### config.mk
export PLATFORM = sky130hd
export DESIGN_NAME = uart_prog_loader
export DESIGN_NICKNAME = d
export VERILOG_FILES = /design/src/rtl/uart_loader_pkg.sv /design/src/rtl/uart_rx_byte.sv /design/src/rtl/uart_prog_loader.sv
export SDC_FILE = /design/constraint.sdc
export NUM_CORES = 1
export LEC_CHECK = 0
export CORE_MARGIN = 2
export CORE_UTILIZATION = 45
export DETAILED_ROUTE_END_ITERATION = 10
export PLACE_DENSITY = 0.67
export RECOVER_POWER = 50
export SLEW_MARGIN = 15
export SYNTH_ARGS = -nofsm -noshare
export SYNTH_HDL_FRONTEND = slang
export SYNTH_SLANG_ARGS = --single-unit
### constraint.sdc
create_clock -name clk -period 2.3 [get_ports clk]
set_clock_uncertainty 0.2 [all_clocks]
set_input_delay 0.46 -clock clk [delete_from_list [all_inputs] [get_ports clk]]
set_output_delay 0.46 -clock clk [all_outputs]
set_load 0.01 [all_outputs]
### src/rtl/uart_loader_pkg.sv
// Shared types and helpers for the UART program loader.
package uart_loader_pkg;

    localparam int HDR_BYTES = 2;

    typedef enum logic [2:0] {
        IDLE,
        HDR_LO,
        HDR_HI,
        DATA,
        CHK,
        DONE,
        ERR
    } state_e;

    function automatic int bit_cycles(input int clk_hz, input int baud);
        return clk_hz / baud;
    endfunction

endpackage

### src/rtl/uart_rx_byte.sv
// 8N1 UART receiver: synchronizer, mid-bit sampling, glitch rejection.
module uart_rx_byte
    import uart_loader_pkg::*;
#(
    parameter int BIT_CYCLES = 16
) (
    input  logic       clk,
    input  logic       reset,
    input  logic       rx_i,
    output logic       byte_valid_o,
    output logic [7:0] byte_data_o,
    output logic       frame_err_o
);

    localparam int CW   = $clog2(BIT_CYCLES + 1);
    localparam int HALF = (BIT_CYCLES / 2 > 0) ? BIT_CYCLES / 2 : 1;

    localparam logic [1:0] RX_IDLE  = 2'd0;
    localparam logic [1:0] RX_START = 2'd1;
    localparam logic [1:0] RX_DATA  = 2'd2;
    localparam logic [1:0] RX_STOP  = 2'd3;

    logic [1:0]    sync_q;
    logic          prev_q;
    logic [1:0]    st_q, st_d;
    logic [CW-1:0] cnt_q, cnt_d;
    logic [2:0]    bit_q, bit_d;
    logic [7:0]    shift_q, shift_d;
    logic          valid_q, valid_d;
    logic          ferr_q, ferr_d;
    logic          rx;

    assign rx = sync_q[1];

    always_comb begin
        st_d    = st_q;
        cnt_d   = cnt_q + 1'b1;
        bit_d   = bit_q;
        shift_d = shift_q;
        valid_d = 1'b0;
        ferr_d  = 1'b0;
        unique case (st_q)
            RX_IDLE: begin
                cnt_d = '0;
                if (prev_q && !rx) st_d = RX_START;
            end
            RX_START: begin
                // Re-check mid start bit; a high line here is a glitch.
                if (cnt_q == CW'(HALF - 1)) begin
                    cnt_d = '0;
                    bit_d = '0;
                    st_d  = rx ? RX_IDLE : RX_DATA;
                end
            end
            RX_DATA: begin
                if (cnt_q == CW'(BIT_CYCLES - 1)) begin
                    cnt_d   = '0;
                    shift_d = {rx, shift_q[7:1]};
                    bit_d   = bit_q + 1'b1;
                    if (bit_q == 3'd7) st_d = RX_STOP;
                end
            end
            RX_STOP: begin
                if (cnt_q == CW'(BIT_CYCLES - 1)) begin
                    cnt_d   = '0;
                    st_d    = RX_IDLE;
                    valid_d = rx;
                    ferr_d  = !rx;
                end
            end
            default: st_d = RX_IDLE;
        endcase
    end

    always_ff @(posedge clk) begin
        if (reset) begin
            sync_q  <= 2'b11;
            prev_q  <= 1'b1;
            st_q    <= RX_IDLE;
            cnt_q   <= '0;
            bit_q   <= '0;
            shift_q <= '0;
            valid_q <= 1'b0;
            ferr_q  <= 1'b0;
        end else begin
            sync_q  <= {sync_q[0], rx_i};
            prev_q  <= rx;
            st_q    <= st_d;
            cnt_q   <= cnt_d;
            bit_q   <= bit_d;
            shift_q <= shift_d;
            valid_q <= valid_d;
            ferr_q  <= ferr_d;
        end
    end

    assign byte_valid_o = valid_q;
    assign byte_data_o  = shift_q;
    assign frame_err_o  = ferr_q;

endmodule

### src/rtl/uart_prog_loader.sv
// Loads a length-prefixed program image from UART into IMem while holding the CPU.
// Optional trailing XOR checksum byte enabled by LOADER_CHECKSUM_EN.
module uart_prog_loader
    import uart_loader_pkg::*;
#(
    parameter int CLK_HZ       = 23000000,
    parameter int BAUD         = 115200,
    parameter int ADDR_W       = 14,
    parameter int TIMEOUT_BITS = 64
) (
    input  logic              clk,
    input  logic              reset,
    input  logic              load_req,
    input  logic              uart_rx,
    output logic              imem_we,
    output logic [ADDR_W-1:0] imem_waddr,
    output logic [31:0]       imem_wdata,
    output logic              cpu_hold,
    output logic              done,
    output logic              err,
    output logic [ADDR_W:0]   words_loaded
);

    localparam int          BIT_CYCLES = bit_cycles(CLK_HZ, BAUD);
    localparam logic [31:0] TO_LAST    = 32'(TIMEOUT_BITS * BIT_CYCLES - 1);
    localparam logic [16:0] N_MAX      = 17'(1) << ADDR_W;

    logic       bvalid, ferr;
    logic [7:0] bdata;

    uart_rx_byte #(.BIT_CYCLES(BIT_CYCLES)) u_rx (
        .clk          (clk),
        .reset        (reset),
        .rx_i         (uart_rx),
        .byte_valid_o (bvalid),
        .byte_data_o  (bdata),
        .frame_err_o  (ferr)
    );

    state_e            state_q, state_d;
    logic [7:0]        n_lo_q, n_lo_d;
    logic [ADDR_W:0]   n_q, n_d;
    logic [1:0]        idx_q, idx_d;
    logic [23:0]       word_q, word_d;
    logic              we_q, we_d;
    logic [ADDR_W-1:0] waddr_q, waddr_d;
    logic [31:0]       wdata_q, wdata_d;
    logic [ADDR_W:0]   cnt_q, cnt_d;
    logic [31:0]       to_q, to_d;
    logic [16:0]       hdr;
    logic              active;
    state_e            end_st;
`ifdef LOADER_CHECKSUM_EN
    logic [7:0]        csum_q, csum_d;
    assign end_st = CHK;
`else
    assign end_st = DONE;
`endif

    assign active = (state_q == HDR_LO) || (state_q == HDR_HI) ||
                    (state_q == DATA) || (state_q == CHK);

    always_comb begin
        state_d = state_q;
        n_lo_d  = n_lo_q;
        n_d     = n_q;
        idx_d   = idx_q;
        word_d  = word_q;
        we_d    = 1'b0;
        waddr_d = waddr_q;
        wdata_d = wdata_q;
        cnt_d   = cnt_q;
        to_d    = (active && !bvalid) ? to_q + 32'd1 : 32'd0;
        hdr     = {1'b0, bdata, n_lo_q};
`ifdef LOADER_CHECKSUM_EN
        csum_d  = csum_q;
`endif
        unique case (state_q)
            IDLE, DONE, ERR: begin
                if (load_req) begin
                    state_d = HDR_LO;
                    idx_d   = '0;
                    waddr_d = '0;
                    cnt_d   = '0;
                    to_d    = '0;
`ifdef LOADER_CHECKSUM_EN
                    csum_d  = '0;
`endif
                end
            end
            HDR_LO: begin
                if (bvalid) begin
                    n_lo_d  = bdata;
                    state_d = HDR_HI;
                end
            end
            HDR_HI: begin
                if (bvalid) begin
                    n_d = hdr[ADDR_W:0];
                    if (hdr > N_MAX)      state_d = ERR;
                    else if (hdr == '0)   state_d = end_st;
                    else                  state_d = DATA;
                end
            end
            DATA: begin
                if (bvalid) begin
                    idx_d = idx_q + 1'b1;
`ifdef LOADER_CHECKSUM_EN
                    csum_d = csum_q ^ bdata;
`endif
                    case (idx_q)
                        2'd0: word_d[7:0]   = bdata;
                        2'd1: word_d[15:8]  = bdata;
                        2'd2: word_d[23:16] = bdata;
                        default: begin
                            we_d    = 1'b1;
                            wdata_d = {bdata, word_q};
                            waddr_d = cnt_q[ADDR_W-1:0];
                            cnt_d   = cnt_q + 1'b1;
                            if (cnt_q + 1'b1 == n_q) state_d = end_st;
                        end
                    endcase
                end
            end
`ifdef LOADER_CHECKSUM_EN
            CHK: begin
                if (bvalid) state_d = (bdata == csum_q) ? DONE : ERR;
            end
`endif
            default: state_d = IDLE;
        endcase
        // Errors abort any active load; written words stay in IMem.
        if (active && (ferr || (!bvalid && to_q == TO_LAST)))
            state_d = ERR;
    end

    always_ff @(posedge clk) begin
        if (reset) begin
            state_q <= IDLE;
            n_lo_q  <= '0;
            n_q     <= '0;
            idx_q   <= '0;
            word_q  <= '0;
            we_q    <= 1'b0;
            waddr_q <= '0;
            wdata_q <= '0;
            cnt_q   <= '0;
            to_q    <= '0;
`ifdef LOADER_CHECKSUM_EN
            csum_q  <= '0;
`endif
        end else begin
            state_q <= state_d;
            n_lo_q  <= n_lo_d;
            n_q     <= n_d;
            idx_q   <= idx_d;
            word_q  <= word_d;
            we_q    <= we_d;
            waddr_q <= waddr_d;
            wdata_q <= wdata_d;
            cnt_q   <= cnt_d;
            to_q    <= to_d;
`ifdef LOADER_CHECKSUM_EN
            csum_q  <= csum_d;
`endif
        end
    end

    assign imem_we      = we_q;
    assign imem_waddr   = waddr_q;
    assign imem_wdata   = wdata_q;
    assign cpu_hold     = active;
    assign done         = (state_q == DONE);
    assign err          = (state_q == ERR);
    assign words_loaded = cnt_q;

endmodule

# Word-level counts from Yosys, hierarchy flattened
# Cells that the tools add are included.
# classes
addsub	5
n_lt_le_gt_ge	1
n_eq_ne	33
mux	38
n_bitwise	5
reduce_logical	35
# op_table
cell	count
$mux W32	3
$mux W15	3
$mux W14	3
$mux W3	11
$add A32 B1 Y32 const B	1
$eq A32 B14 Y1 const B	1
$pmux W15 S2	1
$pmux W14 S2	1
$pmux W8 S3	1
$ne A2 B1 Y1 const B	9
$reduce_and A3 Y1	6
$gt A16 B15 Y1 const B	1
$logic_not A16 Y1	1
$mux W2	8
$mux W8	2
$add A15 B1 Y15 const B	1
$eq A15 B15 Y1	1
$eq A3 B3 Y1 const B	4
$ne A3 B1 Y1 const B	4
$pmux W3 S4	1
$reduce_and A6 Y1	2
$reduce_or A3 Y1	4
$add A8 B1 Y8 const B	1
$eq A8 B7 Y1 const B	1
25 further kinds	46
# totals
reg_bits	172
inputBits	4
out_inout_bits	65
elab_cells	138

# Depth between registers and ports, before layout
# depth
word_depth	8
mapped_depth	9
mapped_depth_nobuf	9

# Cells and area by module
# A second synthesis with hierarchy kept.
# hier_totals
cells_unflattened	903
area_unflattened_um2	7463.4
# by_module_without_submodules
mod	instances	cells_each	area_per_inst_um2	seq_area_each_um2
uart_prog_loader	1	793	6381.1	2922.8
uart_rx_byte	1	110	1082.3	520.5

# Worst setup path before layout
# OpenSTA, ideal clock, no wires.
# synth_timing
path_kind	flip-flop to flip-flop
start	register cnt_q[1] (netlist: words_loaded[1])
end	register state_q[1]
setup_ns	0.139
arrival_time_ns	2.150
required_ns	1.961
path_slack_ns	-0.189
stages_incl_launch_ff	9
synth_period_minus_slack_ns	2.489
path_cell_list	dfxtp_1 -> ha_1 -> buf_2 -> nand4_4 -> or4_1 -> nor3_1 -> a31oi_1 -> nor4_4 -> a221oi_1
# synth_via
elab_chain_cells	4
# synth_lines
item	line	source
start: declaration	uart_prog_loader.sv:48	logic [ADDR_W:0] cnt_q, cnt_d;
start signal: assignment	uart_prog_loader.sv:161	cnt_q <= cnt_d;
$add A15 B1 Y15	uart_prog_loader.sv:120	if (cnt_q + 1'b1 == n_q) state_d = end_st;
$eq A15 B15 Y1	uart_prog_loader.sv:120	
$ne A3 B1 Y1 (no source line)	n/a	
$reduce_and A6 Y1 (no source line)	n/a	
end signal: assignment	uart_prog_loader.sv:153	state_q <= state_d;
end: declaration	uart_prog_loader.sv:40	state_e state_q, state_d;
# No other way between the ends.
# A chain may end at the register's enable or synchronous reset.

# Worst setup path after layout
# layout_timing
start	register cnt_q[0] (netlist: words_loaded[0])
end	register state_q[1]
# The elaborated chain is that of the path after synthesis.

==> summary by stage <==
Worst setup path
The worst register-to-register path has a setup slack of -0.03 ns. The highest net fanout along the worst path is 5. The endpoint of the most critical setup path is state_q[1]. The endpoint type of the worst setup path is a flop. The endpoint identified for the worst register-to-register timing path is state_q[1]. The startpoint class of the critical path is a flop. The worst register-to-register path has a depth of 10. The kind of critical path is flop to flop. The worst setup path startpoint is words_loaded[0].

The startpoint of the worst-slack reg-to-reg timing path is words_loaded[0]. At the worst endpoint, the required time is ~2.4 ns. The data arrival time of the critical path is 2.42 ns.

Layout
The growth of design area from synthesis to finish is 26.2%. The share of layout cells above drive strength 1 is 13.4%. The layout net count is 1049. The repair_antennas step left the layout with diodes totalling 0. The cell area after layout is 0.00942 mm^2. Summing all multi-input logic gate instances after layout gives ~0.0038 mm^2. Counting the fill cells in the layout gives about 1500. The sequential cell area is about 0.0035 mm^2.

Clock network
Buffers inserted during clock tree synthesis total 17. The worst-skew pair later-pin latency is 0.43 ns. The maximum buffer depth of the clock tree is 2. In this run the clock root is driven by a sky130_fd_sc_hd__clkbuf_16. For this design, the CTS-stage hold fixing added 0 buffers.

After clock tree synthesis, the clock-pin slew on the worst setup and hold paths is 0.07 ns. The clock tree synthesis step divided the H-tree into 4 levels. TritonCTS built the clock tree. Clock tree synthesis found a total of 172 sinks.

Floorplanning
In this run the horizontal extent of the chip is 133 um. Once the floorplan was initialized, standard cells occupied roughly 46% of the core. The core region is 0.0164 mm^2. The die area is around 0.018 mm^2. The number of standard-cell rows in the floorplan is 47. Pin placement for this block handled 69 I/O pins. In this run the vertical extent of the chip is 133 um.

Drt
The initial detailed-routing violation count is 483. The final routed DRC violation total is 0. The antenna violation net count after detailed routing is 0. The via count is 6608. Wires add up to roughly 18 mm. Using the TritonRoute via totals, the vias-per-cell ratio works out to 5.23. The first detailed-routing pass ran for 6 iterations. In the final routed layout, each cell accounts on average for between 10 and 15 um.

Synthesis
The synthesized design contains about 170 register bits. Of all cell types, the one taking the most synthesized area is sky130_fd_sc_hd__dfxtp_1. The number of instances in the synthesized netlist is 928. After synthesis the cells add up to 0.00747 mm^2. The sequential fraction of the synthesis area is 46.1%. The most instantiated library cell after synthesis is sky130_fd_sc_hd__nand2_1. In the synthesized netlist the dominant register cell turns out to be sky130_fd_sc_hd__dfxtp_1. The number of unique standard cell types used by synthesis is 52. Yosys printed 0 warnings. After synthesis, the cell types taking the most area are sky130_fd_sc_hd__dfxtp_1, sky130_fd_sc_hd__nand2_1, sky130_fd_sc_hd__a21oi_1. The area fraction of the dominant cell type after synthesis is a little under half. Synthesis produced a netlist with a net count of 946. Counting instances in the post-synthesis netlist gives the leading cell types as sky130_fd_sc_hd__nand2_1, sky130_fd_sc_hd__dfxtp_1, sky130_fd_sc_hd__a21oi_1, sky130_fd_sc_hd__nor2_1, sky130_fd_sc_hd__clkbuf_1.

The number of enable flip-flop cells after synthesis is 0. The post-synthesis async set-or-reset flop share is 0%. The post-synthesis area per instance is 8.05 um^2.

Timing
The final total negative setup slack is -0.0369 ns. The worst setup slack after layout is -0.0311 ns. The slew at the pin with the worst max-slew slack is 1.16 ns. The final clock period utilization by the worst path is 101%. The normalized max-slew margin is a little under a quarter. The total count of hold-check failures in the final report is 0. The max-slew violation total from the final report is 0. Counting I/O delays and the setup requirement, the final critical path takes roughly 2.3 ns. Setup violations remaining at the end of the flow were counted as 2. Setup repair after global routing could not meet its margin everywhere. The highest clock frequency the design can meet is 0.429 GHz. On the final layout, the worst hold slack is 0.208 ns.

Global routing
The global-route usage over all layers is approximately a fifth. The met1 global-route usage is 27.9%. The via count of the first global-routing pass is 6138.

met2 is the most crowded layer. The initial antenna violation count was 0. The met2 demand-to-capacity share in global routing is about 32%. The global-route wire length before repair is 29.6 mm. The pin count of the biggest net entering global routing is 106. For met3 alone, demand over resource in global routing was 3.95%. The total grt overflow is 0.

Placed design
During placement, the flow inserted port buffers numbering 68. After detailed placement, the total cell area comes to slightly below 0.009 mm^2. The HPWL after detailed placement is 11.8 mm. The routability-driven placement congestion ratio is between 0.8 and 0.9.

Pwr
The cell leakage power is 3.52 nW. The ratio of total power to cell area is ~700 mW/mm^2. The maximum resistive drop on vdd is ~530 uV.

Run
The count of max-cap constraint violations is 0.

Worst hold path
The type of the most critical hold path is flop to flop.

Run status
The checks that failed: negative setup slack. The flow ran to the end, but the final reports show violations.
==> worst max-delay path, stage by stage (launching register included) <==
cell and delay, ns:
sky130_fd_sc_hd__dfxtp_2 0.36, sky130_fd_sc_hd__ha_4 0.16, sky130_fd_sc_hd__buf_6 0.11, sky130_fd_sc_hd__buf_6 0.10, sky130_fd_sc_hd__nand2_2 0.06, sky130_fd_sc_hd__or3_4 0.37, sky130_fd_sc_hd__a21oi_2 0.12, sky130_fd_sc_hd__a31oi_1 0.05
sky130_fd_sc_hd__a21o_1 0.21, sky130_fd_sc_hd__nor4_4 0.35, sky130_fd_sc_hd__a221oi_2 0.11
==> layout by cell type, fill, tap and decap left out, types with 4 or more instances in the layout <==
cell type                           n
sky130_fd_sc_hd__a21o_1             5
sky130_fd_sc_hd__a21oi_1          108
sky130_fd_sc_hd__a22oi_1           19
sky130_fd_sc_hd__and3_1            19
sky130_fd_sc_hd__and4_1             5
sky130_fd_sc_hd__buf_4             70
sky130_fd_sc_hd__clkbuf_16         17
sky130_fd_sc_hd__clkbuf_2           4
sky130_fd_sc_hd__clkdlybuf4s50_1   35
sky130_fd_sc_hd__dfxtp_1          168
sky130_fd_sc_hd__dlygate4sd3_1     28
sky130_fd_sc_hd__ha_1              13
sky130_fd_sc_hd__inv_1             13
sky130_fd_sc_hd__inv_6              6
sky130_fd_sc_hd__mux2i_1            8
sky130_fd_sc_hd__nand2_1          172
sky130_fd_sc_hd__nand3_1           50
sky130_fd_sc_hd__nand3b_1           8
sky130_fd_sc_hd__nand4_1           13
sky130_fd_sc_hd__nor2_1            98
sky130_fd_sc_hd__nor2b_1            5
sky130_fd_sc_hd__nor3_1             9
sky130_fd_sc_hd__nor3_2             5
sky130_fd_sc_hd__nor4_1             8
sky130_fd_sc_hd__o21ai_0           22
sky130_fd_sc_hd__or2_2              4
sky130_fd_sc_hd__or3_1              4
sky130_fd_sc_hd__xnor2_1           21
sky130_fd_sc_hd__xor2_1            31
==> flip-flops by register name, indices dropped and copies added (netlist names), 2 cells and up, named ones only <==
| name | count |
|---|---|
| imem_wdata | 32 |
| to_q | 32 |
| word_q | 24 |
| n_q | 15 |
| words_loaded | 15 |
| imem_waddr | 14 |
| n_lo_q | 8 |
| u_rx.byte_data_o | 8 |
| u_rx.cnt_q | 8 |
| state_q | 3 |
| u_rx.bit_q | 3 |
| idx_q | 2 |
| u_rx.sync_q | 2 |
==> how the worst min path moves through the flow <==
stage	startpoint	endpoint	slack, ns	depth (start not counted)
2_1_floorplan	u_rx.sync_q[0]	u_rx.sync_q[1]	0.19	1
3_3_place_gp	u_rx.sync_q[0]	u_rx.sync_q[1]	0.20	1
3_5_place_dp	u_rx.sync_q[0]	u_rx.sync_q[1]	0.19	1
4_1_cts	reset	to_q[1]	0.19	3
5_1_grt	u_rx.sync_q[0]	u_rx.sync_q[1]	0.21	1
6_report	u_rx.sync_q[0]	u_rx.sync_q[1]	0.21	1
==> layout make-up <==
cell class	count	area share (%)
multi-input cells	677	40.1
flip-flops and latches	172	36.6
repair buffers	150	13.8
clock buffers	18	4.66
well taps	220	2.92
clock inverters	14	1.31
inverters	13	0.518
==> repair_timing <==
item | 4_1_cts | 5_1_grt
endpoints found under the setup margin | 6 | 14
buffers inserted | 1 | 2
cloned | 0 | 0
resized for setup | 17 | 9
pin swaps | 5 | 8
==> cells by family (layout without fill, tap and decap cells) <==
kind of cell	Yosys count	after routing	share of synthesized area, %
flops	172	172	46.1
mux	8	8	1.07
buf+inv	79	195	4.21
compound gates	181	181	13.9
simple gates	422	422	26.3
fa+ha+maj	14	14	2.35
xor+xnor	52	52	6.10
==> per-layer routing <==
metal	part of all wire (%)	wire (um)	vias to the layer above
met5	0	0	-
met4	1.7	306	0
met3	3.7	655	23
met2	45	7940	114
met1	50	8900	3095
li1	-	-	3376
==> where the power goes <==
part | internal (mW) | total (mW) | switching (mW)
clock network | 1.45 | 2.75 | 1.30
registers | 3.02 | 3.07 | 0.0534
logic | 0.284 | 0.736 | 0.452
total | 4.75 | 6.56 | 1.81
==> per-stage QoR <==
| stage | util [%] | power, mW | setup slack [ns] | instances |
|---|---|---|---|---|
| global placement | 53.8 | 3.93 | -0.229 | 1229 |
| detailed placement | 53.8 | 3.93 | -0.284 | 1229 |
| finish | 57.4 | 6.56 | -0.0311 | 1264 |
| global route | 57.4 | 6.79 | -0.155 | 1264 |
| floorplan | - | 3.59 | 0.0268 | 928 |
| CTS | 57.6 | 6.70 | 0.0105 | 1262 |
Note: power is estimated with default switching activity, not from simulation.
